==> src/rtl/led_afterglow_driver_if.sv <==
// led_afterglow_driver_if: bundles the counter word feeding the afterglow
// driver with the LED drive and glow-status signals it returns.
// master = counter side (drives count_in), slave = afterglow driver.
`timescale 1ns/1ps
interface led_afterglow_driver_if #(
  parameter int WIDTH = 8
);
  logic [WIDTH-1:0] count_in;
  logic [WIDTH-1:0] led;
  logic             any_glow;

  modport master (
    output count_in,
    input  led,
    input  any_glow
  );

  modport slave (
    input  count_in,
    output led,
    output any_glow
  );
endinterface

==> src/rtl/led_afterglow_driver.sv <==
// led_afterglow_driver: drives one LED per counter bit. A lit bit shows full
// brightness; a cleared bit fades out linearly, one brightness step per
// DECAY_DIV cycles, rendered by a shared PWM counter.
// Optional build macro LED_AFTERGLOW_GAMMA_EN applies a squared perceptual
// curve to the brightness before the PWM compare.
`timescale 1ns/1ps
module led_afterglow_driver #(
  parameter int WIDTH     = 8,
  parameter int PWM_BITS  = 4,
  parameter int DECAY_DIV = 1024
) (
  input  logic                  clock,
  input  logic                  reset,
  led_afterglow_driver_if.slave bus
);

  localparam int                 MAX_I    = (1 << PWM_BITS) - 1;
  localparam logic [PWM_BITS-1:0] MAX      = PWM_BITS'(MAX_I);
  localparam logic [PWM_BITS-1:0] PWM_LAST = PWM_BITS'(MAX_I - 1);
  // A one-cycle divider still needs a 1-bit prescaler register.
  localparam int                 PRE_W    = (DECAY_DIV > 1) ? $clog2(DECAY_DIV) : 1;
  localparam logic [PRE_W-1:0]   PRE_LAST = PRE_W'(DECAY_DIV - 1);

  // Brightness floor at zero; a faded LED never wraps back to full.
  function automatic logic [PWM_BITS-1:0] sat_dec(input logic [PWM_BITS-1:0] v);
    return (v == '0) ? '0 : v - PWM_BITS'(1);
  endfunction

`ifdef LED_AFTERGLOW_GAMMA_EN
  // Squared curve scaled back to PWM_BITS; full brightness kept exact so a
  // lit LED remains solidly on.
  function automatic logic [PWM_BITS-1:0] gamma(input logic [PWM_BITS-1:0] v);
    logic [2*PWM_BITS-1:0] sq;
    sq = {{PWM_BITS{1'b0}}, v} * {{PWM_BITS{1'b0}}, v};
    return (v == MAX) ? MAX : sq[2*PWM_BITS-1:PWM_BITS];
  endfunction
`endif

  logic [WIDTH-1:0]    cnt_p0;
  logic [PWM_BITS-1:0] bright_p1 [WIDTH];
  logic [WIDTH-1:0]    led_p2;
  logic                glow_p2;

  logic [PRE_W-1:0]    pre_cnt;
  logic                decay_tick;
  logic [PWM_BITS-1:0] pwm_cnt;

  logic [PWM_BITS-1:0] eff [WIDTH];
  logic [WIDTH-1:0]    led_nxt;
  logic                glow_nxt;

  // ---- stage p0: capture the counter word every cycle ----
  // Register the incoming counter value; no handshake, every word is used.
  always_ff @(posedge clock or posedge reset) begin
    if (reset) cnt_p0 <= '0;
    else       cnt_p0 <= bus.count_in;
  end

  // Fade-step prescaler: counts 0..DECAY_DIV-1 and wraps.
  always_ff @(posedge clock or posedge reset) begin
    if (reset)                 pre_cnt <= '0;
    else if (pre_cnt == PRE_LAST) pre_cnt <= '0;
    else                       pre_cnt <= pre_cnt + PRE_W'(1);
  end

  assign decay_tick = (pre_cnt == PRE_LAST);

  // Shared PWM phase: free-running over 0..MAX-1 so MAX means solid on.
  always_ff @(posedge clock or posedge reset) begin
    if (reset)                  pwm_cnt <= '0;
    else if (pwm_cnt == PWM_LAST) pwm_cnt <= '0;
    else                        pwm_cnt <= pwm_cnt + PWM_BITS'(1);
  end

  // ---- stage p1: per-channel brightness ----
  // A lit bit snaps to full brightness and wins over a coincident fade step.
  always_ff @(posedge clock or posedge reset) begin
    if (reset) begin
      for (int i = 0; i < WIDTH; i++) bright_p1[i] <= '0;
    end else begin
      for (int i = 0; i < WIDTH; i++) begin
        if (cnt_p0[i])       bright_p1[i] <= MAX;
        else if (decay_tick) bright_p1[i] <= sat_dec(bright_p1[i]);
      end
    end
  end

  // Effective duty per channel and the glow summary, ahead of the output flops.
  always_comb begin
    led_nxt  = '0;
    glow_nxt = 1'b0;
    for (int i = 0; i < WIDTH; i++) begin
`ifdef LED_AFTERGLOW_GAMMA_EN
      eff[i] = gamma(bright_p1[i]);
`else
      eff[i] = bright_p1[i];
`endif
      led_nxt[i] = (eff[i] > pwm_cnt);
      if (bright_p1[i] != '0) glow_nxt = 1'b1;
    end
  end

  // ---- stage p2: registered LED drive and glow flag ----
  // Outputs are registered so the pins never see compare glitches.
  always_ff @(posedge clock or posedge reset) begin
    if (reset) begin
      led_p2  <= '0;
      glow_p2 <= 1'b0;
    end else begin
      led_p2  <= led_nxt;
      glow_p2 <= glow_nxt;
    end
  end

  assign bus.led      = led_p2;
  assign bus.any_glow = glow_p2;

endmodule
==> src/flat_wrapper.sv <==
// flat-port wrapper written by rule: the top's interface ports become plain ports
module led_afterglow_driver_flat 
#(
  parameter int WIDTH     = 8,
  parameter int PWM_BITS  = 4,
  parameter int DECAY_DIV = 1024
)
  (clock, reset, bus_count_in, bus_led, bus_any_glow);
  led_afterglow_driver_if #(.WIDTH(WIDTH)) bus_i ();
  input  logic clock;
  input  logic reset;
  input wire logic [$bits(bus_i.count_in)-1:0] bus_count_in;
  output wire logic [$bits(bus_i.led)-1:0] bus_led;
  output wire logic [$bits(bus_i.any_glow)-1:0] bus_any_glow;
  assign bus_i.count_in = bus_count_in;
  assign bus_led = bus_i.led;
  assign bus_any_glow = bus_i.any_glow;
  led_afterglow_driver #(.WIDTH(WIDTH), .PWM_BITS(PWM_BITS), .DECAY_DIV(DECAY_DIV)) u_core (.clock(clock), .reset(reset), .bus(bus_i));
endmodule
==> config.mk <==
export PLATFORM = sky130hd
export DESIGN_NAME = led_afterglow_driver_flat
export DESIGN_NICKNAME = d
export VERILOG_FILES = /design/src/rtl/led_afterglow_driver_if.sv /design/src/rtl/led_afterglow_driver.sv /design/src/flat_wrapper.sv
export SDC_FILE = /design/constraint.sdc
export NUM_CORES = 1
export LEC_CHECK = 0
export CORE_MARGIN = 3
export CORE_UTILIZATION = 40
export CTS_CLUSTER_DIAMETER = 120
export CTS_CLUSTER_SIZE = 30
export DETAILED_ROUTE_END_ITERATION = 10
export GPL_TIMING_DRIVEN = 0
export SETUP_SLACK_MARGIN = 0.5
export SLEW_MARGIN = 20
export SYNTH_ARGS = -nofsm -noshare
export SYNTH_HDL_FRONTEND = slang
export SYNTH_SLANG_ARGS = --single-unit
==> constraint.sdc <==
create_clock -name clock -period 5.2 [get_ports clock]
set_input_delay 1.04 -clock clock [delete_from_list [all_inputs] [get_ports clock]]
set_output_delay 1.04 -clock clock [all_outputs]
set_load 0.05 [all_outputs]
==> results of run 1 <==
sequential cells by signal, summed over array words and instances, names as in the netlist:
| name | cells |
|---|---|
| u_core.bright_p1 | 32 |
| u_core.bus.any_glow | 1 |
| u_core.bus.led | 8 |
| u_core.cnt_p0 | 8 |
| u_core.pre_cnt | 10 |
| u_core.pwm_cnt | 4 |
per-stage QoR:
stage | hold slack (ns) | setup WS, ns
4_1_cts | 0.467 | 2.67
2_1_floorplan | 0.433 | 2.59
3_3_place_gp | 0.453 | 1.35
3_5_place_dp | 0.458 | 3.05
6_report | 0.463 | 2.69
5_1_grt | 0.500 | 2.65
cell type report:
type / count / area [um^2]
Fill cell: 802 / 4320
Clock buffer: 12 / 145
Buffer: 7 / 52.6
Tap cell: 105 / 131
Timing Repair Buffer: 19 / 200
Sequential cell: 63 / 1580
Clock inverter: 4 / 45.0
Multi-Input combinational cell: 236 / 1680
Inverter: 27 / 104
final timing paths:
kind	from	endpoint	cells past startpoint
max	u_core.bus.led[5]	bus_led[5]	1
min	u_core.pre_cnt[0]	u_core.pre_cnt[0]	1
max reg2reg	u_core.pre_cnt[0]	u_core.bright_p1[23]	4
min reg2reg	u_core.pre_cnt[0]	u_core.pre_cnt[0]	1
max in group asynchronous	reset	u_core.bright_p1[14]	3
min in group asynchronous	reset	u_core.pwm_cnt[2]	2
power by group through the flow:
stage                     clock network, uW  registers (uW)  logic, uW
after CTS                               433             498       22.0
after global placement                    0             507       19.5
after floorplan                           0             506       9.65
final                                   418             498       20.8
after detailed placement                  0             507       22.0
after global routing                    453             498       24.5
layer usage:
layer	share of wire	routed length [um]
met1	0.47	3870
met2	0.46	3810
met3	0.049	401
met4	0.017	138
met5	0	0
cells in the final DEF, fill, tap and decap left out, drive strengths merged, types with 9 or more instances in the layout:
| cell type | Yosys | layout |
|---|---|---|
| dfrtp | 63 | 63 |
| ha | 33 | 33 |
| nor2 | 32 | 32 |
| inv | 27 | 27 |
| a21oi | 24 | 24 |
| clkdlybuf4s50 | 0 | 18 |
| nor3 | 17 | 17 |
| nand4 | 16 | 16 |
| o21ai | 14 | 14 |
| o211ai | 13 | 13 |
| clkbuf | 0 | 12 |
| nand2 | 10 | 10 |
| a221o | 9 | 9 |
| mux2i | 9 | 9 |
logic make-up after synthesis:
group | Yosys count | share of synthesized area
mux | 9 | 0.0264
buf+inv | 34 | 0.0451
compound gates | 81 | 0.163
fa+ha+maj | 33 | 0.121
simple gates | 108 | 0.169
flops | 63 | 0.462
xor+xnor | 5 | 0.0128
==> reports/qor.txt, run 1 <==
Met1 Use GR -> 0.255
Nets -> 406
Buffers & Inverters on Critical Path -> 1
Routed WL per cell -> 17.4 um
Clock Power Share -> 0.446
R2r setup slk -> 3.29 ns
GR met3 Demand/Resource -> 0.0471
Gp weighted congestion -> 0.754
H-tree Lvls -> 3
Sw frac -> 0.216
Core Area -> 0.00826 mm^2
Critical path's slowest cell -> clkdlybuf4s50_1
Top_reg_cell synth -> dfrtp_1
Fin crit period -> 2.51 ns
FP Rows -> 33
Pleak -> 0.00164 uW
Hold violation total from the final report -> 0
CTS max path bufs -> 2
Largest net degree at the start of global routing -> 40
Startpoint class of the critical path -> flip-flop
GR peak layer -> met2
Synthesized instance count -> 333
Initial antenna violation count -> 0
Top-area cell type share of the netlist area -> 0.462
Clock latency on the worst-skew pair -> 0.34 ns
Final Cell Area -> 0.00394 mm^2
Non-filler instance count after layout -> 473
Number of global-route vias before repair -> 2,696
First-pass GRT wire length -> 13.8 mm
Tcrit/Tclk final -> 0.482
N_diodes -> 0
RSZ-0062 raised after global routing -> no
Die H -> 98.3 um
Placed cell count -> 457
Synthesized area -> 0.00341 mm^2
Max Fclk -> 399 MHz
Routed WL -> 8.22 mm
CP arrival -> 1.47 ns
Drt pass-1 iters -> 5
Num CTS Buffers -> 9
Pwr Total -> 937 uW
Clock sink count -> 63
Syn nets -> 376
Worst Path Required -> 4.16 ns
Initial Utilization -> 0.413
Gr ovfl total -> 0
IO Port Bufs -> 18
Remaining DRCs -> 0
Synthesized area per cell -> 10.2 um^2
FFs w/ async S/R, synth -> 1.00
Initial drt markers -> 200
Peak VDD IR -> 0.172 mV
Pint -> 734 uW
Antenna-violating nets left -> 0
Detailed-route via count -> 2,692
CP max FO -> 1
Clk slew on worst S/H paths -> 0.07 ns
Die width -> 98.3 um
Largest delay share family, worst path -> buffers and inverters
Yosys top cell by area -> dfrtp_1
Fin. max-slew vios -> 0
Hold buffers post-CTS -> 0
Crit path cell chain -> clkdlybuf4s50_1
Number of vias per cell -> 5.69
Rel. slew slack -> 0.422
Post-synthesis sequential area ratio -> 0.462
Root buf cell -> clkbuf_8
Dominant cells by area after synthesis -> dfrtp_1 46%, ha_1 12%, a21oi_1 3.5%
Post-synth cell types -> 36
Psw -> 203 uW
Final setup vio count -> 0
Setup CP Type -> flip-flop to output port
Sequential share of power -> 0.531
CP endpoint kind -> output port
Placed Area -> 0.00374 mm^2
Post_cts resized -> 0
Clock skew -> 0.00785 ns
Cell area power density -> 238 mW/mm^2
Area added between synthesis and finish -> 15.4%
Final setup TNS -> 0 ns
Most numerous cell in the Yosys netlist -> dfrtp_1
Boundary Pins -> 19
Status -> complete, no violations
Comb pwr share -> 0.022
Post-CTS Setup Bufs -> 0
Crit-path max cell delay -> 0.79 ns
Met2 GRT Util -> 0.274
Worst-Margin Slew -> 0.864 ns
Clock tree from TritonCTS -> yes
Yosys warnings -> 0
Total track usage -> 0.182
Most common library cells after synthesis -> 63 x dfrtp_1, 33 x ha_1, 32 x nor2_1
Die area -> 0.00967 mm^2
Number of flops mapped to enable cells by yosys -> 0
Post-DP HPWL -> 5.55 mm
Ratio of cells with drive above 1 in the final layout -> 0.0734
Final design utilization -> 0.477
Synthesized flop and latch total -> 63
Worst Hold Class -> flip-flop to flip-flop
Max-cap violations -> 0
(Power assumes the default switching activity.)
==> run 2: changes to the inputs <==
==> constraint.sdc (replaced) <==
create_clock -name clock -period 2.4 [get_ports clock]
set_input_delay 0.48 -clock clock [delete_from_list [all_inputs] [get_ports clock]]
set_output_delay 0.48 -clock clock [all_outputs]
set_load 0.05 [all_outputs]
==> run 2 against run 1 <==
Against the previous run:
- critical endpoint is now u_core.bright_p1[12]
- non-clock buffer count is 1 higher
- sequential power grew 120%
- first-iteration DRC count up 25%
- highest routed layer unchanged
- total power is 110% higher
- largest cell class unchanged
- global-route usage shrank 0.13 points
- worst hold slack worse by 0.0027 ns
- critical path depth is 4 higher
- sequential share of layout area shrank 0.051 points
- largest power group unchanged
==> reports/qor.txt, run 2 (same netlist as run 1, synthesis figures left out) <==
Num CTS Buffers -> 9 (unchanged)
RSZ-0062 raised after global routing -> no
Initial antenna violation count -> 0 (unchanged)
Most flops, register -> u_core.bright_p1
Gr ovfl total -> 0 (unchanged)
Rel. slew slack -> 0.465 (+0.0437)
Largest delay share family, worst path -> flip-flops
Crit path capture -> u_core.bright_p1[12]
Clock latency on the worst-skew pair -> 0.33 ns (about the same)
Worst Path Required -> 2.61 ns (-1.55 ns)
CP max FO -> 10 (+9)
IO Port Bufs -> 18 (unchanged)
Drt pass-1 iters -> 5 (unchanged)
Area added between synthesis and finish -> 15.5%
Pint -> 1520 uW (+110%)
Fin. max-slew vios -> 0 (unchanged)
Ratio of cells with drive above 1 in the final layout -> 0.0813 (+0.00793)
Post-CTS Setup Bufs -> 0 (unchanged)
Hold buffers post-CTS -> 0 (unchanged)
Antenna-violating nets left -> 0 (unchanged)
Pleak -> 0.00163 uW (-0.94%)
Hold violation total from the final report -> 0 (unchanged)
Top flop regs -> u_core.bright_p1: 32 flops, u_core.pre_cnt: 10 flops
Worst Hold Class -> input pin to async pin
Most frequent cells in the layout -> 63 x dfrtp_1, 33 x ha_1, 31 x nor2_1, 26 x inv_1, 24 x a21oi_1
R2r setup slk -> 0.66 ns (-2.63 ns)
Largest net degree at the start of global routing -> 31 (-23%)
CP endpoint kind -> flip-flop
Pwr Total -> 1960 uW (+110%)
Boundary Pins -> 19 (unchanged)
Fin crit period -> 1.74 ns
Buffers & Inverters on Critical Path -> 1 (unchanged)
Crit-path max cell delay -> 0.39 ns (-0.40 ns)
Placed Area -> 0.00377 mm^2 (+0.77%)
Worst-Margin Slew -> 0.799 ns (-0.0653 ns)
Clock skew -> 0.00859 ns (+0.000743 ns)
Number of vias per cell -> 5.78 (+1.6%)
FP Rows -> 33 (unchanged)
R2r endpoint -> u_core.bright_p1[12]
Root buf cell -> clkbuf_8
Max FFs per register -> 32 (unchanged)
Max-cap violations -> 0 (unchanged)
Cell area power density -> 497 mW/mm^2 (+110%)
Comb pwr share -> 0.026 (+0.004)
R2r worst-path depth -> 5 (+1)
Tcrit/Tclk final -> 0.727
CP arrival -> 1.95 ns (+0.48 ns)
Max Fclk -> 573 MHz
Die area -> 0.00967 mm^2 (unchanged)
Sw frac -> 0.226 (+0.00958)
Initial drt markers -> 250 (+25%)
Psw -> 443 uW (+120%)
Nets -> 407 (+0.25%)
Final setup TNS -> 0 ns (unchanged)
Clk slew on worst S/H paths -> 0.07 ns (about the same)
Gp weighted congestion -> 0.793 (+5.2%)
Setup CP Type -> flip-flop to flip-flop
CTS max path bufs -> 2 (unchanged)
Post-DP HPWL -> 5.66 mm (+1.9%)
Final setup vio count -> 0 (unchanged)
Core Area -> 0.00826 mm^2 (unchanged)
Sequential share of power -> 0.550 (+0.019)
Start point of the critical path -> u_core.pre_cnt[0]
Commonest non-fill, non-tap cell in the layout -> dfrtp_1
Clock sink count -> 63 (unchanged)
Routed WL per cell -> 17.1 um (-1.6%)
Tightest hold margin -> 0.460 ns (-0.00269 ns)
Total track usage -> 0.181 (-0.00135)
Number of global-route vias before repair -> 2,697 (+0.037%)
Critical path's slowest cell -> dfrtp_1
Crit path cell chain -> ha_1 -> nand2_2 -> buf_2 -> nor3_1 -> a221o_1
Peak VDD IR -> 0.268 mV (+56%)
Initial Utilization -> 0.413 (unchanged)
Startpoint class of the critical path -> flip-flop
Clock Power Share -> 0.424 (-0.022)
PnR worst setup slack -> 0.656 ns (-2.04 ns)
N_diodes -> 0 (unchanged)
Status -> complete, no violations
Clock tree from TritonCTS -> yes
RR Startpoint -> u_core.pre_cnt[0]
CP Depth -> 5 (+4)
Routed WL -> 8.10 mm (-1.4%)
Die width -> 98.3 um (unchanged)
Detailed-route via count -> 2,740 (+1.8%)
H-tree Lvls -> 3 (unchanged)
Place WS -> 0.538 ns (-2.51 ns)
Die H -> 98.3 um (unchanged)
Final Cell Area -> 0.00394 mm^2 (+0.13%)
Remaining DRCs -> 0 (unchanged)
First-pass GRT wire length -> 13.8 mm (-0.25%)
==> run 2: cell count changes in the layout (fill, tap and decap cells not counted), sizes merged <==
cell	previous run	this run
clkdlybuf4s50	18	9
dlygate4sd2	0	9
buf	8	9
bufinv	1	0
clkinv	3	4
clkinvlp	0	1
inv	27	26
==> run 2: metrics by stage <==
step,utilization,instances
after global placement,0.451,456
after CTS,0.477,474
final,0.477,474
after global routing,0.477,474
after floorplan,-,333
after detailed placement,0.457,458
==> run 2: routing by layer <==
| layer | track usage | wire length (um) |
|---|---|---|
| met3 | 0.0350 | 293 |
| met1 | 0.257 | 3940 |
| met5 | 0 | 0 |
| met2 | 0.274 | 3750 |
| met4 | 0.0662 | 126 |
==> run 2: repair_timing <==
item | CTS | global route
resized for setup | 9 | 1
gates cloned | 0 | 0
setup endpoints to repair | 9 | 8
==> run 2: power by group through the flow <==
stage | Clock [uW] | Combinational (uW) | Sequential [uW]
global route | 893 | 58.3 | 1080
global placement | 0 | 43.2 | 1100
finish | 830 | 51.2 | 1080
detailed placement | 0 | 53.7 | 1100
floorplan | 0 | 21.2 | 1100
CTS | 846 | 53.7 | 1080
==> run 2: worst min path at each step <==
stage	slack (ns)	cells after the start	startpoint	endpoint
detailed placement	0.46	1	u_core.pre_cnt[0]	u_core.pre_cnt[0]
global route	0.47	2	reset	u_core.pre_cnt[1]
finish	0.46	2	reset	u_core.pre_cnt[1]
floorplan	0.43	1	u_core.pre_cnt[0]	u_core.pre_cnt[0]
global placement	0.45	1	u_core.pre_cnt[0]	u_core.pre_cnt[0]
CTS	0.46	2	reset	u_core.pre_cnt[1]
==> run 2: final cells by class <==
class | count | area, um^2
buffer | 7 | 52.6
clock buffer | 12 | 155
clock inverter | 4 | 20.0
fill | 781 | 4320
inverter | 27 | 105
multi-input combinational | 236 | 1680
sequential | 63 | 1580
tap | 105 | 131
timing repair buffer | 20 | 216
==> run 3: changes to the inputs <==
==> constraint.sdc (replaced) <==
create_clock -name clock -period 1.8 [get_ports clock]
set_input_delay 0.36 -clock clock [delete_from_list [all_inputs] [get_ports clock]]
set_output_delay 0.36 -clock clock [all_outputs]
set_load 0.05 [all_outputs]
==> run 3 against run 2 <==
Against the previous run:
- sequential share of layout area decreased by 7.5 points
- final cell count grew 10%
- highest routed layer unchanged
- via count is 11% higher
- combinational power up 34%
- critical path depth is 1 higher
==> reports/qor.txt, run 3 (same netlist as run 1, synthesis figures left out) <==
Clock skew -> 0.0109 ns (+0.00235 ns)
Die area -> 0.00967 mm^2 (unchanged)
Initial antenna violation count -> 0 (unchanged)
Die H -> 98.3 um (unchanged)
Boundary Pins -> 19 (unchanged)
Clock latency on the worst-skew pair -> 0.35 ns (+0.02 ns)
RSZ-0062 raised after global routing -> yes
Critical path's slowest cell -> dfrtp_2
IO Port Bufs -> 18 (unchanged)
Max Fclk -> 693 MHz (+21%)
Largest net degree at the start of global routing -> 28 (-9.7%)
Hold violation total from the final report -> 0 (unchanged)
Number of global-route vias before repair -> 2,964 (+9.9%)
Root buf cell -> clkbuf_8
Drt pass-1 iters -> 4 (-1)
Setup CP Type -> flip-flop to flip-flop
Remaining DRCs -> 0 (unchanged)
Commonest non-fill, non-tap cell in the layout -> dfrtp_1
Ratio of cells with drive above 1 in the final layout -> 0.348 (+0.266)
Area added between synthesis and finish -> 43.7%
Multi-input logic area -> 0.00212 mm^2 (+26%)
H-tree Lvls -> 3 (unchanged)
First-pass GRT wire length -> 15.2 mm (+10%)
PnR worst setup slack -> 0.357 ns (-0.299 ns)
Max-cap violations -> 0 (unchanged)
Status -> complete, no violations
CP endpoint kind -> flip-flop
Final design utilization -> 0.593 (+0.116)
Nets -> 455 (+12%)
Antenna-violating nets left -> 0 (unchanged)
Hold buffers post-CTS -> 0 (unchanged)
Post-DP HPWL -> 5.61 mm (-0.73%)
FP Rows -> 33 (unchanged)
Num CTS Buffers -> 9 (unchanged)
Final Cell Area -> 0.00490 mm^2 (+24%)
Number of vias per cell -> 5.81 (+0.45%)
# fillers -> 673 (-14%)
Most frequent cells in the layout -> 51 x dfrtp_1, 41 x buf_4, 28 x nor2_1, 23 x inv_1, 20 x ha_1
Die width -> 98.3 um (unchanged)
Gp weighted congestion -> 0.773 (-2.5%)
Clock tree from TritonCTS -> yes
Worst Path Required -> 2.06 ns (-0.55 ns)
N_diodes -> 0 (unchanged)
Final setup vio count -> 0 (unchanged)
Peak VDD IR -> 0.338 mV (+26%)
Initial drt markers -> 135 (-46%)
Rel. slew slack -> 0.620 (+0.155)
CTS max path bufs -> 2 (unchanged)
Detailed-route via count -> 3,031 (+11%)
Placed Area -> 0.00382 mm^2 (+1.1%)
Tcrit/Tclk final -> 0.801 (+0.0747)
Routed WL -> 9.75 mm (+20%)
Worst-Margin Slew -> 0.568 ns (-0.231 ns)
Max FFs per register -> 32 (unchanged)
Fin crit period -> 1.44 ns (-0.301 ns)
Initial Utilization -> 0.413 (unchanged)
Crit path cell chain -> buf_4 -> and4_4 -> buf_6 -> buf_6 -> o211ai_1 -> o211ai_1
Most flops, register -> u_core.bright_p1
Crit-path max cell delay -> 0.36 ns (-0.03 ns)
Top flop regs -> u_core.bright_p1: 32 flops, u_core.pre_cnt: 10 flops
Fin. max-slew vios -> 0 (unchanged)
Register Area -> 0.00159 mm^2 (+0.95%)
Cell area power density -> 538 mW/mm^2 (+8.1%)
CP arrival -> 1.70 ns (-0.25 ns)
Clk slew on worst S/H paths -> 0.07 ns (about the same)
Place WS -> 0.0714 ns (-0.466 ns)
Final setup TNS -> 0 ns (unchanged)
Routed WL per cell -> 18.7 um (+9.3%)
CP max FO -> 10 (unchanged)
Gr ovfl total -> 0 (unchanged)
Clock sink count -> 63 (unchanged)
Pleak -> 0.00213 uW (+31%)
Worst Hold Class -> input pin to async pin
Startpoint class of the critical path -> flip-flop
Core Area -> 0.00826 mm^2 (unchanged)
Total track usage -> 0.200 (+0.0190)
run 3: changes by cell type in the layout (fill, tap and decap cells not counted), moves of 6 or more:
cell           delta
o41ai_1           -7
dfrtp_2          +12
a21oi_1           -6
dfrtp_1          -12
buf_6            +11
dlygate4sd2_1     -9
ha_1             -13
a21oi_2           +6
buf_12            +6
ha_4             +13
buf_4            +39
run 3: worst paths after layout:
kind | to | cells after the start | slack (ns) | startpoint
worst max-delay path | u_core.bright_p1[5] | 6 | 0.36 | u_core.pre_cnt[6]
worst min-delay path | u_core.bright_p1[25] | 2 | 0.42 | reset
worst max register to register | u_core.bright_p1[5] | 6 | 0.36 | u_core.pre_cnt[6]
worst min register to register | u_core.bright_p1[4] | 1 | 0.58 | u_core.cnt_p0[6]
max in group asynchronous | u_core.bright_p1[15] | 3 | 0.86 | reset
min in group clock | u_core.cnt_p0[1] | 1 | 0.44 | bus_count_in[1]
run 3: cell type report:
class | count | area share
tap | 105 | 0.0268
multi-input combinational | 237 | 0.432
clock inverter | 3 | 0.00357
clock buffer | 13 | 0.0324
timing repair buffer | 67 | 0.135
buffer | 7 | 0.0204
inverter | 27 | 0.0245
sequential | 63 | 0.325
run 3: power by group:
part / total (uW) / internal, uW / switching [uW]
combinational: 68.5 / 31.7 / 36.8
sequential: 1440 / 1420 / 14.2
clock: 1130 / 571 / 557
run 3: through the flow:
step | hold slack (ns) | total power [uW] | instances
3_3_place_gp | 0.497 | 1520 | 456
5_1_grt | 0.434 | 2730 | 522
2_1_floorplan | 0.391 | 1490 | 333
4_1_cts | 0.412 | 2660 | 503
3_5_place_dp | 0.508 | 1540 | 458
6_report | 0.422 | 2630 | 522
run 3: routing by layer:
layer | global-route usage | vias to the layer above | share of wire
met5 | 0 | - | 0
met4 | 0.0462 | 0 | 0.014
met3 | 0.0521 | 13 | 0.046
met2 | 0.333 | 84 | 0.50
met1 | 0.261 | 1513 | 0.44
li1 | - | 1421 | -
run 3: repair_timing:
item	CTS	global route
gates cloned	2	1
resized for setup	103	54
buffers inserted	27	18
endpoints found under the setup margin	52	57
pin swaps	28	24
hold endpoints to repair	0	0
run 3: worst max-delay path: cells and delay by family (launching register included):
family	cells	cell delay, ns
AO/OA/AOI/OAI	2	0.28
buffers and inverters	3	0.47
flip-flops	1	0.36
AND/OR/NAND/NOR	1	0.23
